### src/rtl/uart_alu_interface.sv
// ---------------------------------------------------------------------------
// uart_alu_interface
//
// Purpose:
//   Sits between a UART receiver and a UART transmitter around a purely
//   combinational ALU. Three received bytes are collected in order:
//   operand A, operand B, then the opcode. The ALU result is then captured
//   and handed to the transmitter with a single-cycle start pulse. The block
//   stays busy until the transmitter reports completion.
//
// Handshake semantics (all pulses are one clock wide, sampled on the rising
// edge of i_clock):
//   i_rx_done  : i_rx_data carries a new byte this cycle. Accepted in
//                WAIT_A/WAIT_B/WAIT_OP, discarded (and flagged on
//                o_rx_dropped the next cycle) in LAUNCH/WAIT_TX.
//   o_tx_start : o_tx_data is valid and transmission should begin. Issued
//                exactly once per collected opcode.
//   i_tx_done  : transmitter finished; only meaningful in WAIT_TX, ignored
//                in every other state.
//
// Ports:
//   i_clock       in   1        system clock, rising edge
//   i_reset_n     in   1        asynchronous active-low reset
//   i_rx_data     in   NB_DATA  received byte, valid with i_rx_done
//   i_rx_done     in   1        new received byte pulse
//   i_alu_result  in   NB_DATA  combinational ALU result of o_alu_a/b/op
//   i_tx_done     in   1        transmitter finished pulse
//   o_alu_a       out  NB_DATA  registered operand A
//   o_alu_b       out  NB_DATA  registered operand B
//   o_alu_op      out  NB_OP    registered opcode (low NB_OP bits of byte)
//   o_tx_data     out  NB_DATA  registered byte for the transmitter
//   o_tx_start    out  1        transmit start pulse
//   o_busy        out  1        high while in LAUNCH or WAIT_TX
//   o_rx_dropped  out  1        pulse: a byte arrived while busy
// ---------------------------------------------------------------------------
module uart_alu_interface #(
    parameter int NB_DATA = 8,
    parameter int NB_OP   = 6
) (
    input  logic               i_clock,
    input  logic               i_reset_n,
    input  logic [NB_DATA-1:0] i_rx_data,
    input  logic               i_rx_done,
    input  logic [NB_DATA-1:0] i_alu_result,
    input  logic               i_tx_done,
    output logic [NB_DATA-1:0] o_alu_a,
    output logic [NB_DATA-1:0] o_alu_b,
    output logic [NB_OP-1:0]   o_alu_op,
    output logic [NB_DATA-1:0] o_tx_data,
    output logic               o_tx_start,
    output logic               o_busy,
    output logic               o_rx_dropped
);

    // One-hot state encoding; any other pattern falls back to WAIT_A.
    typedef enum logic [4:0] {
        ST_WAIT_A  = 5'b00001,
        ST_WAIT_B  = 5'b00010,
        ST_WAIT_OP = 5'b00100,
        ST_LAUNCH  = 5'b01000,
        ST_WAIT_TX = 5'b10000
    } state_t;

    state_t             state_q,      state_d;
    logic [NB_DATA-1:0] alu_a_q,      alu_a_d;
    logic [NB_DATA-1:0] alu_b_q,      alu_b_d;
    logic [NB_OP-1:0]   alu_op_q,     alu_op_d;
    logic [NB_DATA-1:0] tx_data_q,    tx_data_d;
    logic               tx_start_q,   tx_start_d;
    logic               busy_q,       busy_d;
    logic               rx_dropped_q, rx_dropped_d;

    // -----------------------------------------------------------------------
    // State and output registers
    // -----------------------------------------------------------------------
    always_ff @(posedge i_clock or negedge i_reset_n) begin
        if (!i_reset_n) begin
            state_q      <= ST_WAIT_A;
            alu_a_q      <= '0;
            alu_b_q      <= '0;
            alu_op_q     <= '0;
            tx_data_q    <= '0;
            tx_start_q   <= 1'b0;
            busy_q       <= 1'b0;
            rx_dropped_q <= 1'b0;
        end else begin
            state_q      <= state_d;
            alu_a_q      <= alu_a_d;
            alu_b_q      <= alu_b_d;
            alu_op_q     <= alu_op_d;
            tx_data_q    <= tx_data_d;
            tx_start_q   <= tx_start_d;
            busy_q       <= busy_d;
            rx_dropped_q <= rx_dropped_d;
        end
    end

    // -----------------------------------------------------------------------
    // Next-state and next-output logic
    // -----------------------------------------------------------------------
    always_comb begin
        // Hold everything by default; pulses default low.
        state_d      = state_q;
        alu_a_d      = alu_a_q;
        alu_b_d      = alu_b_q;
        alu_op_d     = alu_op_q;
        tx_data_d    = tx_data_q;
        tx_start_d   = 1'b0;
        rx_dropped_d = 1'b0;

        case (state_q)
            ST_WAIT_A: begin
                if (i_rx_done) begin
                    alu_a_d = i_rx_data;
                    state_d = ST_WAIT_B;
                end
            end

            ST_WAIT_B: begin
                if (i_rx_done) begin
                    alu_b_d = i_rx_data;
                    state_d = ST_WAIT_OP;
                end
            end

            ST_WAIT_OP: begin
                if (i_rx_done) begin
                    // Opcode lives in the low bits; upper bits are ignored.
                    alu_op_d = i_rx_data[NB_OP-1:0];
                    state_d  = ST_LAUNCH;
                end
            end

            ST_LAUNCH: begin
                // Operands were registered on the previous edge, so the ALU
                // output has had a full cycle to settle before capture.
                tx_data_d    = i_alu_result;
                tx_start_d   = 1'b1;
                rx_dropped_d = i_rx_done;
                state_d      = ST_WAIT_TX;
            end

            ST_WAIT_TX: begin
                // A byte arriving together with i_tx_done is still dropped;
                // the next byte after this cycle becomes operand A.
                rx_dropped_d = i_rx_done;
                if (i_tx_done) begin
                    state_d = ST_WAIT_A;
                end
            end

            default: begin
                state_d = ST_WAIT_A;
            end
        endcase

        // Registered busy flag tracks the state being entered so that it is
        // exactly aligned with LAUNCH/WAIT_TX occupancy.
        busy_d = (state_d == ST_LAUNCH) || (state_d == ST_WAIT_TX);
    end

    assign o_alu_a      = alu_a_q;
    assign o_alu_b      = alu_b_q;
    assign o_alu_op     = alu_op_q;
    assign o_tx_data    = tx_data_q;
    assign o_tx_start   = tx_start_q;
    assign o_busy       = busy_q;
    assign o_rx_dropped = rx_dropped_q;

endmodule
### config.mk
export PLATFORM = sky130hd
export DESIGN_NAME = uart_alu_interface
export DESIGN_NICKNAME = d
export VERILOG_FILES = /design/src/rtl/uart_alu_interface.sv
export SDC_FILE = /design/constraint.sdc
export NUM_CORES = 1
export LEC_CHECK = 0
export CAP_MARGIN = 20
export CORE_UTILIZATION = 45
export DETAILED_ROUTE_END_ITERATION = 6
export PLACE_DENSITY = 0.82
export SLEW_MARGIN = 10
export SYNTH_ARGS = -nofsm -noshare
export SYNTH_HDL_FRONTEND = slang
export SYNTH_SLANG_ARGS = --single-unit
### constraint.sdc
create_clock -name i_clock -period 1.9 [get_ports i_clock]
set_input_delay 0.19 -clock i_clock [delete_from_list [all_inputs] [get_ports i_clock]]
set_output_delay 0.19 -clock i_clock [all_outputs]
set_load 0.02 [all_outputs]
==> results of run 1 <==
-- cell families after synthesis --
kind of cell	count (synthesis)	share of synthesized area, %
AO/OA/AOI/OAI	9	3.430
XOR/XNOR	1	0.5457
buffers and inverters	7	3.274
flip-flops	38	59.31
multiplexers	31	21.67
AND/OR/NAND/NOR	24	11.77
-- flip-flops by register name, indices dropped and copies added, names as in the netlist --
signal        cells
o_alu_b           8
o_alu_a           8
o_tx_data         8
state_q           5
o_tx_start        1
o_rx_dropped      1
o_busy            1
o_alu_op          6
-- Yosys cell counts --
master / number
buf_6: 3
a211o_1: 1
nor3_1: 3
o21ai_0: 2
nor3_2: 2
nand3_2: 2
o22ai_1: 1
dfstp_2: 1
and3_1: 1
dfrtp_1: 37
inv_2: 1
xor2_1: 1
mux2i_1: 1
and3_2: 1
a21oi_1: 3
a31oi_1: 1
nor2b_4: 2
buf_4: 1
inv_1: 2
nor3b_1: 2
nand2_1: 2
nand3_4: 2
mux2_2: 30
nor2b_1: 2
nor2_1: 3
a32oi_1: 1
nand3_1: 1
nand2b_1: 1
-- layout make-up --
| class | count | area, sq um |
|---|---|---|
| Timing Repair Buffer | 53 | 525.5 |
| Clock inverter | 1 | 5.005 |
| Tap cell | 46 | 57.56 |
| Clock buffer | 7 | 55.05 |
| Fill cell | 261 | 1182 |
| Sequential cell | 38 | 952.2 |
| Inverter | 3 | 11.26 |
| Multi-Input combinational cell | 65 | 600.6 |
-- path summary, 6_finish.rpt --
| check | endpoint | from | slack (ps) |
|---|---|---|---|
| min in group asynchronous | o_alu_b[6]$_DFFE_PN0P_ | i_reset_n | 480 |
| max | o_tx_data[0]$_DFFE_PN0N_ | state_q[1]$_DFF_PN0_ | 350 |
| max in group asynchronous | o_tx_data[1]$_DFFE_PN0N_ | i_reset_n | 900 |
| max reg2reg | o_tx_data[0]$_DFFE_PN0N_ | state_q[1]$_DFF_PN0_ | 350 |
| min | o_tx_data[2]$_DFFE_PN0N_ | i_alu_result[2] | 460 |
| min reg2reg | o_tx_data[4]$_DFFE_PN0N_ | o_tx_data[4]$_DFFE_PN0N_ | 510 |
-- power by group --
| part | switching (mW) | leakage (nW) | total [mW] | internal, mW |
|---|---|---|---|---|
| Clock | 0.247 | 0.0353 | 0.427 | 0.179 |
| Combinational | 0.634 | 0.451 | 1.37 | 0.736 |
| Sequential | 0.202 | 0.471 | 1.29 | 1.09 |
-- routing by layer --
metal / part of all wire [%] / GRT usage (%) / vias up
li1: - / - / 501
met1: 43 / 23.77 / 534
met2: 50 / 30.57 / 26
met3: 5.2 / 7.039 / 5
met4: 1.2 / 5.714 / 0
met5: 0 / 0 / -
-- per-stage QoR --
stage                     total power [mW]  hold WS (ps)  utilization [%]
after floorplan                      2.049        -105.6                -
after global placement               2.638         317.3            63.05
after detailed placement             2.688         333.0            63.05
after CTS                            3.123         452.6            65.12
after global routing                 3.271         455.8            65.12
final                                3.087         462.2            65.12
-- timing repair --
item | in CTS | in global routing
endpoints found under the hold margin | 37 | 0
hold buffers | 1 | 0
resized for setup | 0 | 0
-- worst max-delay path, cell delays in order (launching register included) --
cell     delay [ps]
dfrtp_1         540
nor3_2          310
nand3_2         250
mux2_2          350
==> metrics, run 1 <==
Area Overhead vs Synth 37.49%; crit path max fanout 12; initial DRC count 50; FMAX around 650 MHz; Starting Density a little under half; Worst-Margin Slew slightly above 800 ps; dpl cells a little over 200; first-pass GRT wire length 5043 um; Tot GR Track Use a little under a fifth; max cap viols 0; leading area contributor after synthesis dfrtp_1; ranking of synthesized cells by area dfrtp_1 (58%), mux2_2 (21%), nand3_4 (2.2%); endpoints failing hold 0; total gr overflow 0; Ports 53; detailed placement HPWL between 2000 and 2500 um; GP Congestion approximately 0.80; status completed; sequential-to-total area share from yosys stat between 50% and 60%; pin count of the biggest net entering global routing 39; post-synth top area share approximately 58%; Core Area roughly 0.0034 sq mm; post-route setup slack roughly 350 ps; # port buffers 52; Vias 1,066; Final Max Tran Viols 0; synthesized net count 130; Max clock buf depth 2; H-tree Lvls 2; commonest non-fill, non-tap cell in the layout clkdlybuf4s50_1; final period utilization 81.57%; total die area between 0.003 and 0.004 sq mm; crit end category register; Clock Latency Late Sink 330 ps; cell area after layout 0.002207 sq mm; Syn Std Cell Area 0.001605 sq mm; number of post-CTS setup repair buffers 0; initial antenna violation count 0; WHS Path Cells 2; drt total wl about 3200 um; DRC 0; Rows 21; Synth Instances 110; CP startpoint kind register; Synth Area per Inst roughly 15 sq um; nets about 190; cts bufs inserted 5; most frequent cells in the layout clkdlybuf4s50_1 (51), dfrtp_1 (37), mux2_2 (30); CTS sink count 38; Leak 0.9580 nW; vias in the first global route ~1,100; Reg2Reg Depth 3; Via density 5.005; cell at the root of the clock tree clkbuf_4; CTS tree built; count of different cell masters after synthesis 28; Power Density roughly 1400 mW/mm^2; DR WL/cell approximately 15 um; RSZ-0062 raised after global routing false; placed inst area 0.002137 sq mm; synthesized flop and latch total 38; drt first pass iters 3; slew margin rel. 45.81%; clk slew on worst S/H paths around 100 ps; Post-DRT Antenna Nets 0; Final setup viols 0; Worst Path Required about 2100 ps; fin crit period about 1500 ps; worst setup path class reg2reg; Die Span X 61.73 um; synth warn 0; post-placement setup slack 80.54 ps; share of cells above drive strength 1 roughly 29%; skew final roughly 2.6 ps; diode count 0; Hold Crit Class in2reg; Die Span Y 61.73 um; Finished Layout Cells around 210; WP data arrival approximately 1800 ps; peak supply drop roughly 0.00076 V; Sum Neg Setup Slack 0 ps
No activity file was read; power rests on OpenSTA's default activity.
==> inputs of run 2 (changes only) <==
--- a/config.mk
+++ b/config.mk
@@ -6,9 +6,9 @@
 export NUM_CORES = 1
 export LEC_CHECK = 0
 export CAP_MARGIN = 20
-export CORE_UTILIZATION = 45
+export CORE_UTILIZATION = 41
 export DETAILED_ROUTE_END_ITERATION = 6
-export PLACE_DENSITY = 0.82
+export PLACE_DENSITY = 0.79
 export SLEW_MARGIN = 10
 export SYNTH_ARGS = -nofsm -noshare
 export SYNTH_HDL_FRONTEND = slang
==> constraint.sdc (replaced) <==
create_clock -name i_clock -period 1.4 [get_ports i_clock]
set_input_delay 0.14 -clock i_clock [delete_from_list [all_inputs] [get_ports i_clock]]
set_output_delay 0.14 -clock i_clock [all_outputs]
set_load 0.02 [all_outputs]
==> metrics, run 2 (synthesis gave the netlist of run 1 again) <==
crit end category register; Vias 1,154 (+8.3%); cts bufs inserted 5 (unchanged); slew margin rel. 71.69% (+26 points); most frequent cells in the layout dfrtp_1 (33), mux2_2 (30), clkdlybuf4s50_1 (21); Clock Latency Late Sink 290 ps (-40 ps); drt total wl 3705 um (+18%); Most Crowded Layer GR met2; Finished Layout Cells 231 (+8.5%); crit-path leading delay family simple AND/OR/NAND/NOR gates; DR WL/cell 16.04 um (+8.4%); Core Area 0.003716 sq mm (+9.6%); CP most frequent cell nor2b_4; total die area 0.004169 sq mm (+9.4%); post-route setup slack -5.381 ps (-355.5 ps); vias in the first global route 1,159 (+6.7%); CP startpoint kind register; P_int 2.962 mW (+48%); WP data arrival 1580 ps (-200 ps); max cap viols 0 (unchanged); cell at the root of the clock tree clkbuf_8; Via density 4.996 (-0.18%); Logic pwr share 42.7% (-1.7 points); Die Span Y 64.57 um (+4.6%); H-tree Lvls 2 (unchanged); peak supply drop 0.001155 V (+51%); Tot GR Track Use 18.70% (-0.19 points); commonest non-fill, non-tap cell in the layout dfrtp_1; FMAX 711.6 MHz (+10%); r2r startpoint state_q[4]$_DFF_PN0_; CTS sink count 38 (unchanged); Area Overhead vs Synth 52.07%; fin crit period 1405 ps (-144.5 ps); Worst Path Buf+Inv 0 (unchanged); drt first pass iters 4 (+1); CTS tree built; Clk pwr share 19.7% (+5.9 points); met3 GRT Util 4.225% (-2.8 points); first-pass GRT wire length 5589 um (+11%); GP Congestion 0.8116 (+1.7%); post-placement setup slack -194.6 ps (-275.2 ps); Max clock buf depth 2 (unchanged); failing checks negative setup slack; sequential share of power 37.6% (-4.2 points); M1 GR Usage 22.76% (-1.0 points); Reg2Reg Depth 4 (+1); share of cells above drive strength 1 39.34% (+10 points); Hold Crit Class in2async; endpoints failing hold 0 (unchanged); clk slew on worst S/H paths 80 ps (-20 ps); Sw Pwr 1.606 mW (+48%); final period utilization 100.4% (+19 points); Starting Density 43.20% (-4.2 points); status complete, but fails checks; # port buffers 52 (unchanged); worst hold slack 318.3 ps (-143.9 ps); dpl cells 216 (+5.9%); Final Max Tran Viols 0 (unchanged); worst setup path class reg2reg; Switching Share 35.16% (+0.054 points); fillers 288 (+10%); R2R Path End o_alu_b[3]$_DFFE_PN0P_; met2 usage 30.00% (-0.57 points); diode count 0 (unchanged); nets 202 (+8.6%); Sum Neg Setup Slack -5.909 ps (-5.909 ps); Die Span X 64.57 um (+4.6%); Power Density 1871 mW/mm^2 (+34%); total gr overflow 0 (unchanged); initial antenna violation count 0 (unchanged); Rows 22 (+4.8%); CP max stage delay 470 ps (-70 ps); Worst-Margin Slew 424.6 ps (-388.2 ps); flop2flop setup slack -5 ps (-360 ps); CP max-delay cell dfrtp_2; Worst Path Required 1570 ps (-560 ps); post-layout util 65.69% (+0.57 points); skew final 8.843 ps (+6.198 ps); Leak 1.233 nW (+29%); Ports 53 (unchanged); Post-DRT Antenna Nets 0 (unchanged); crit-path cells nor2b_4 -> nor2b_4 -> nand3_4 -> mux2_2; crit path max fanout 8 (-4); pin count of the biggest net entering global routing 22 (-44%); detailed placement HPWL 2480 um (+7.3%); DRC 0 (unchanged); Final setup viols 2 (+2); initial DRC count 96 (+92%); RSZ-0062 raised after global routing true
-- run 2: changes by cell type in the layout (fill, tap and decap cells not counted), sizes merged --
cell	before	now
clkdlybuf4s50	51	21
clkbuf	7	6
bufinv	0	1
clkinv	1	2
dlymetal6s2s	0	13
dlygate4sd2	0	17
buf	1	16
-- run 2: repair_timing --
item / in CTS / in global routing
pin swaps: 0 / 2
hold buffers: 1 / 0
gates resized for setup: 23 / 18
endpoints found under the hold margin: 16 / 0
buffers inserted: 3 / 3
setup endpoints to repair: 48 / 44
-- run 2: power by group through the flow --
stage	Sequential, mW	Clock (mW)	Combinational (mW)
global placement	1.72	0	1.89
global route	1.76	0.982	2.07
detailed placement	1.76	0	1.94
finish	1.72	0.902	1.95
CTS	1.75	0.927	1.87
floorplan	2.09	0	0.694
-- run 2: worst reg2reg max path: cells and delay by family (launching register included) --
family	cells	cell delay (ps)
muxes	1	310
DFF	1	470
and+or+nand+nor	3	510
-- run 2: worst max-delay path by stage --
stage	start	slack, ps	cells after the start	endpoint
5_1_grt	state_q[4]$_DFF_PN0_	-90	5	o_busy$_DFF_PN0_
3_5_place_dp	i_rx_done	-190	5	o_alu_b[4]$_DFFE_PN0P_
2_1_floorplan	state_q[4]$_DFF_PN0_	70	4	o_alu_b[0]$_DFFE_PN0P_
3_3_place_gp	i_rx_done	-170	5	o_alu_b[2]$_DFFE_PN0P_
6_report	state_q[4]$_DFF_PN0_	-5	4	o_alu_b[3]$_DFFE_PN0P_
4_1_cts	o_alu_b[5]$_DFFE_PN0P_	0.2	1	o_alu_b[5]
-- run 2: cell type report --
cell class	instances	area (sq um)	share of cell area, %
clock inverter	3	40.04	1.640
multi-input combinational	65	640.6	26.24
tap	48	60.06	2.460
clock buffer	5	68.82	2.819
timing repair buffer	69	663.1	27.17
sequential	38	957.2	39.21
inverter	3	11.26	0.4613
-- run 2: layer usage --
| layer | vias up | routed length [um] |
|---|---|---|
| li1 | 529 | - |
| met1 | 578 | 1413 |
| met2 | 35 | 2032 |
| met3 | 12 | 139 |
| met4 | 0 | 119 |
| met5 | - | 0 |
-- run 2: through the flow --
| stage | cell area (sq um) | power [mW] |
|---|---|---|
| floorplan | 1605 | 2.781 |
| global placement | 2227 | 3.615 |
| detailed placement | 2227 | 3.700 |
| CTS | 2374 | 4.549 |
| global route | 2441 | 4.813 |
| finish | 2441 | 4.568 |
==> inputs of run 3 (changes only) <==
--- a/config.mk
+++ b/config.mk
@@ -6,6 +6,7 @@
 export NUM_CORES = 1
 export LEC_CHECK = 0
 export CAP_MARGIN = 20
+export CORE_MARGIN = 2
 export CORE_UTILIZATION = 41
 export DETAILED_ROUTE_END_ITERATION = 6
 export PLACE_DENSITY = 0.79
==> metrics, run 3 (synthesis gave the netlist of run 1 again) <==
status complete, but fails checks; failing checks negative setup slack; crit path max fanout 7 (-1); post-route setup slack -21.16 ps (-15.78 ps); DRC 0 (unchanged); Clock Latency Late Sink 280 ps (about the same); peak supply drop 0.001069 V (-7.5%); cts bufs inserted 5 (unchanged); H-tree Lvls 2 (unchanged); most frequent cells in the layout dfrtp_1 (34), mux2_2 (29), clkdlybuf4s50_1 (23); Area Overhead vs Synth 53.00%; RSZ-0062 raised after global routing true; FMAX 703.7 MHz (-1.1%); CP startpoint kind register; Die Span Y 66.57 um (+3.1%); Starting Density 43.20% (unchanged); DR WL/cell 16.90 um (+5.4%); Reg2Reg Depth 5 (+1); Max clock buf depth 2 (unchanged); vias in the first global route 1,153 (-0.52%); cell at the root of the clock tree clkbuf_8; worst setup path class reg2reg; diode count 0 (unchanged); Core Area 0.003716 sq mm (unchanged); max cap viols 0 (unchanged); drt total wl 3887 um (+4.9%); total gr overflow 0 (unchanged); Die Span X 66.57 um (+3.1%); Rows 22 (unchanged); r2r startpoint state_q[1]$_DFF_PN0_; Switching Share 35.73% (+0.57 points); Final Max Tran Viols 0 (unchanged); GP Congestion 0.8083 (-0.41%); post-placement setup slack -215.1 ps (-20.44 ps); crit end category register; nets 201 (-0.50%); total die area 0.004432 sq mm (+6.3%); initial antenna violation count 0 (unchanged); detailed placement HPWL 2740 um (+10%); Hold Crit Class in2async; Sw Pwr 1.626 mW (+1.2%); fin crit period 1421 ps (+15.78 ps); pin count of the biggest net entering global routing 21 (-4.5%); skew final 7.793 ps (-1.050 ps); # port buffers 52 (unchanged); Post-DRT Antenna Nets 0 (unchanged); Ports 53 (unchanged); CTS tree built; sequential share of power 37.6% (about the same); Final setup viols 2 (unchanged); crit-path cells buf_4 -> nor3b_1 -> a211o_1 -> a32oi_2 -> nor3_2; CP max stage delay 430 ps (-40 ps); Vias 1,145 (-0.78%); CTS sink count 38 (unchanged); flop2flop setup slack -20 ps (-20 ps); slew margin rel. 69.69% (-2.0 points); Logic pwr share 45.8% (+3.1 points); drt first pass iters 4 (unchanged); Worst Path Required 1570 ps (about the same); clk slew on worst S/H paths 70 ps (about the same); Tot GR Track Use 17.67% (-1.0 points); P_int 2.924 mW (-1.3%); crit-path leading delay family compound AO/OA/AOI/OAI gates; CP max-delay cell dfrtp_2; WP data arrival 1590 ps (about the same); Leak 1.298 nW (+5.3%); R2R Path End o_busy$_DFF_PN0_; share of cells above drive strength 1 39.56% (+0.22 points); commonest non-fill, non-tap cell in the layout dfrtp_1; Worst-Margin Slew 454.7 ps (+30.11 ps); Power Density 1852 mW/mm^2 (-1.0%); Sum Neg Setup Slack -41.16 ps (-35.25 ps); final period utilization 101.5% (+1.1 points); endpoints failing hold 0 (unchanged); Clk pwr share 16.5% (-3.2 points); first-pass GRT wire length 5733 um (+2.6%); Worst Path Buf+Inv 1 (+1); Via density 4.978 (-0.35%); initial DRC count 89 (-7.3%)
==> run 3: changes by cell type in the layout (fill, tap and decap cells not counted), sizes merged <==
cell / before / now
dlymetal6s2s: 13 / 20
clkinv: 2 / 1
bufinv: 1 / 0
clkdlybuf4s50: 21 / 23
clkbuf: 6 / 7
dlygate4sd2: 17 / 8
==> run 3: timing repair <==
action	4_1_cts	5_1_grt
hold endpoints to repair	18	0
pin swaps	2	1
buffers inserted	1	3
hold buffers	1	0
endpoints found under the setup margin	32	52
gates resized for setup	11	32
==> run 3: cell type report <==
class / instances / area [sq um]
timing repair buffer: 68 / 690.7
clock buffer: 7 / 86.33
clock inverter: 1 / 5.005
tap: 48 / 60.06
multi-input combinational: 65 / 646.9
fill: 282 / 1260
sequential: 38 / 955.9
inverter: 3 / 11.26
==> run 3: routing by layer <==
layer / part of all wire [%] / vias up / GRT usage [%]
met5: 0 / - / 0
met1: 40 / 573 / 21.44
li1: - / 531 / -
met3: 4.0 / 10 / 5.743
met4: 2.5 / 0 / 5.867
met2: 54 / 31 / 29.63
==> run 3: power by group through the flow <==
stage               Sequential [mW]  Clock [mW]  Combinational (mW)
floorplan                      2.09           0               0.694
global placement               1.71           0                1.94
detailed placement             1.74           0                1.99
CTS                            1.73       0.776                1.96
global route                   1.76       0.825                2.20
finish                         1.71       0.752                2.09
==> run 3: how the worst max path moves through the flow <==
| stage | from | end | slack (ps) | cells after the start |
|---|---|---|---|---|
| final | state_q[1]$_DFF_PN0_ | o_busy$_DFF_PN0_ | -20 | 5 |
| after global routing | state_q[4]$_DFF_PN0_ | o_alu_op[1]$_DFFE_PN0P_ | -70 | 4 |
| after CTS | state_q[1]$_DFF_PN0_ | o_tx_data[1]$_DFFE_PN0N_ | -10 | 3 |
| after detailed placement | i_rx_done | o_alu_b[2]$_DFFE_PN0P_ | -220 | 5 |
| after global placement | i_rx_done | o_alu_b[1]$_DFFE_PN0P_ | -170 | 5 |
| after floorplan | state_q[4]$_DFF_PN0_ | o_alu_b[0]$_DFFE_PN0P_ | 70 | 4 |
==> run 3: stage by stage <==
step	area, sq um	power [mW]	utilization [%]	hold WS (ps)	instances
final	2456	4.549	66.09	337.9	230
after global routing	2456	4.783	66.09	374.1	230
after CTS	2337	4.457	62.90	342.4	227
after detailed placement	2222	3.731	59.80	112.2	217
after global placement	2222	3.650	59.80	105.4	217
after floorplan	1605	2.781	-	-155.6	110
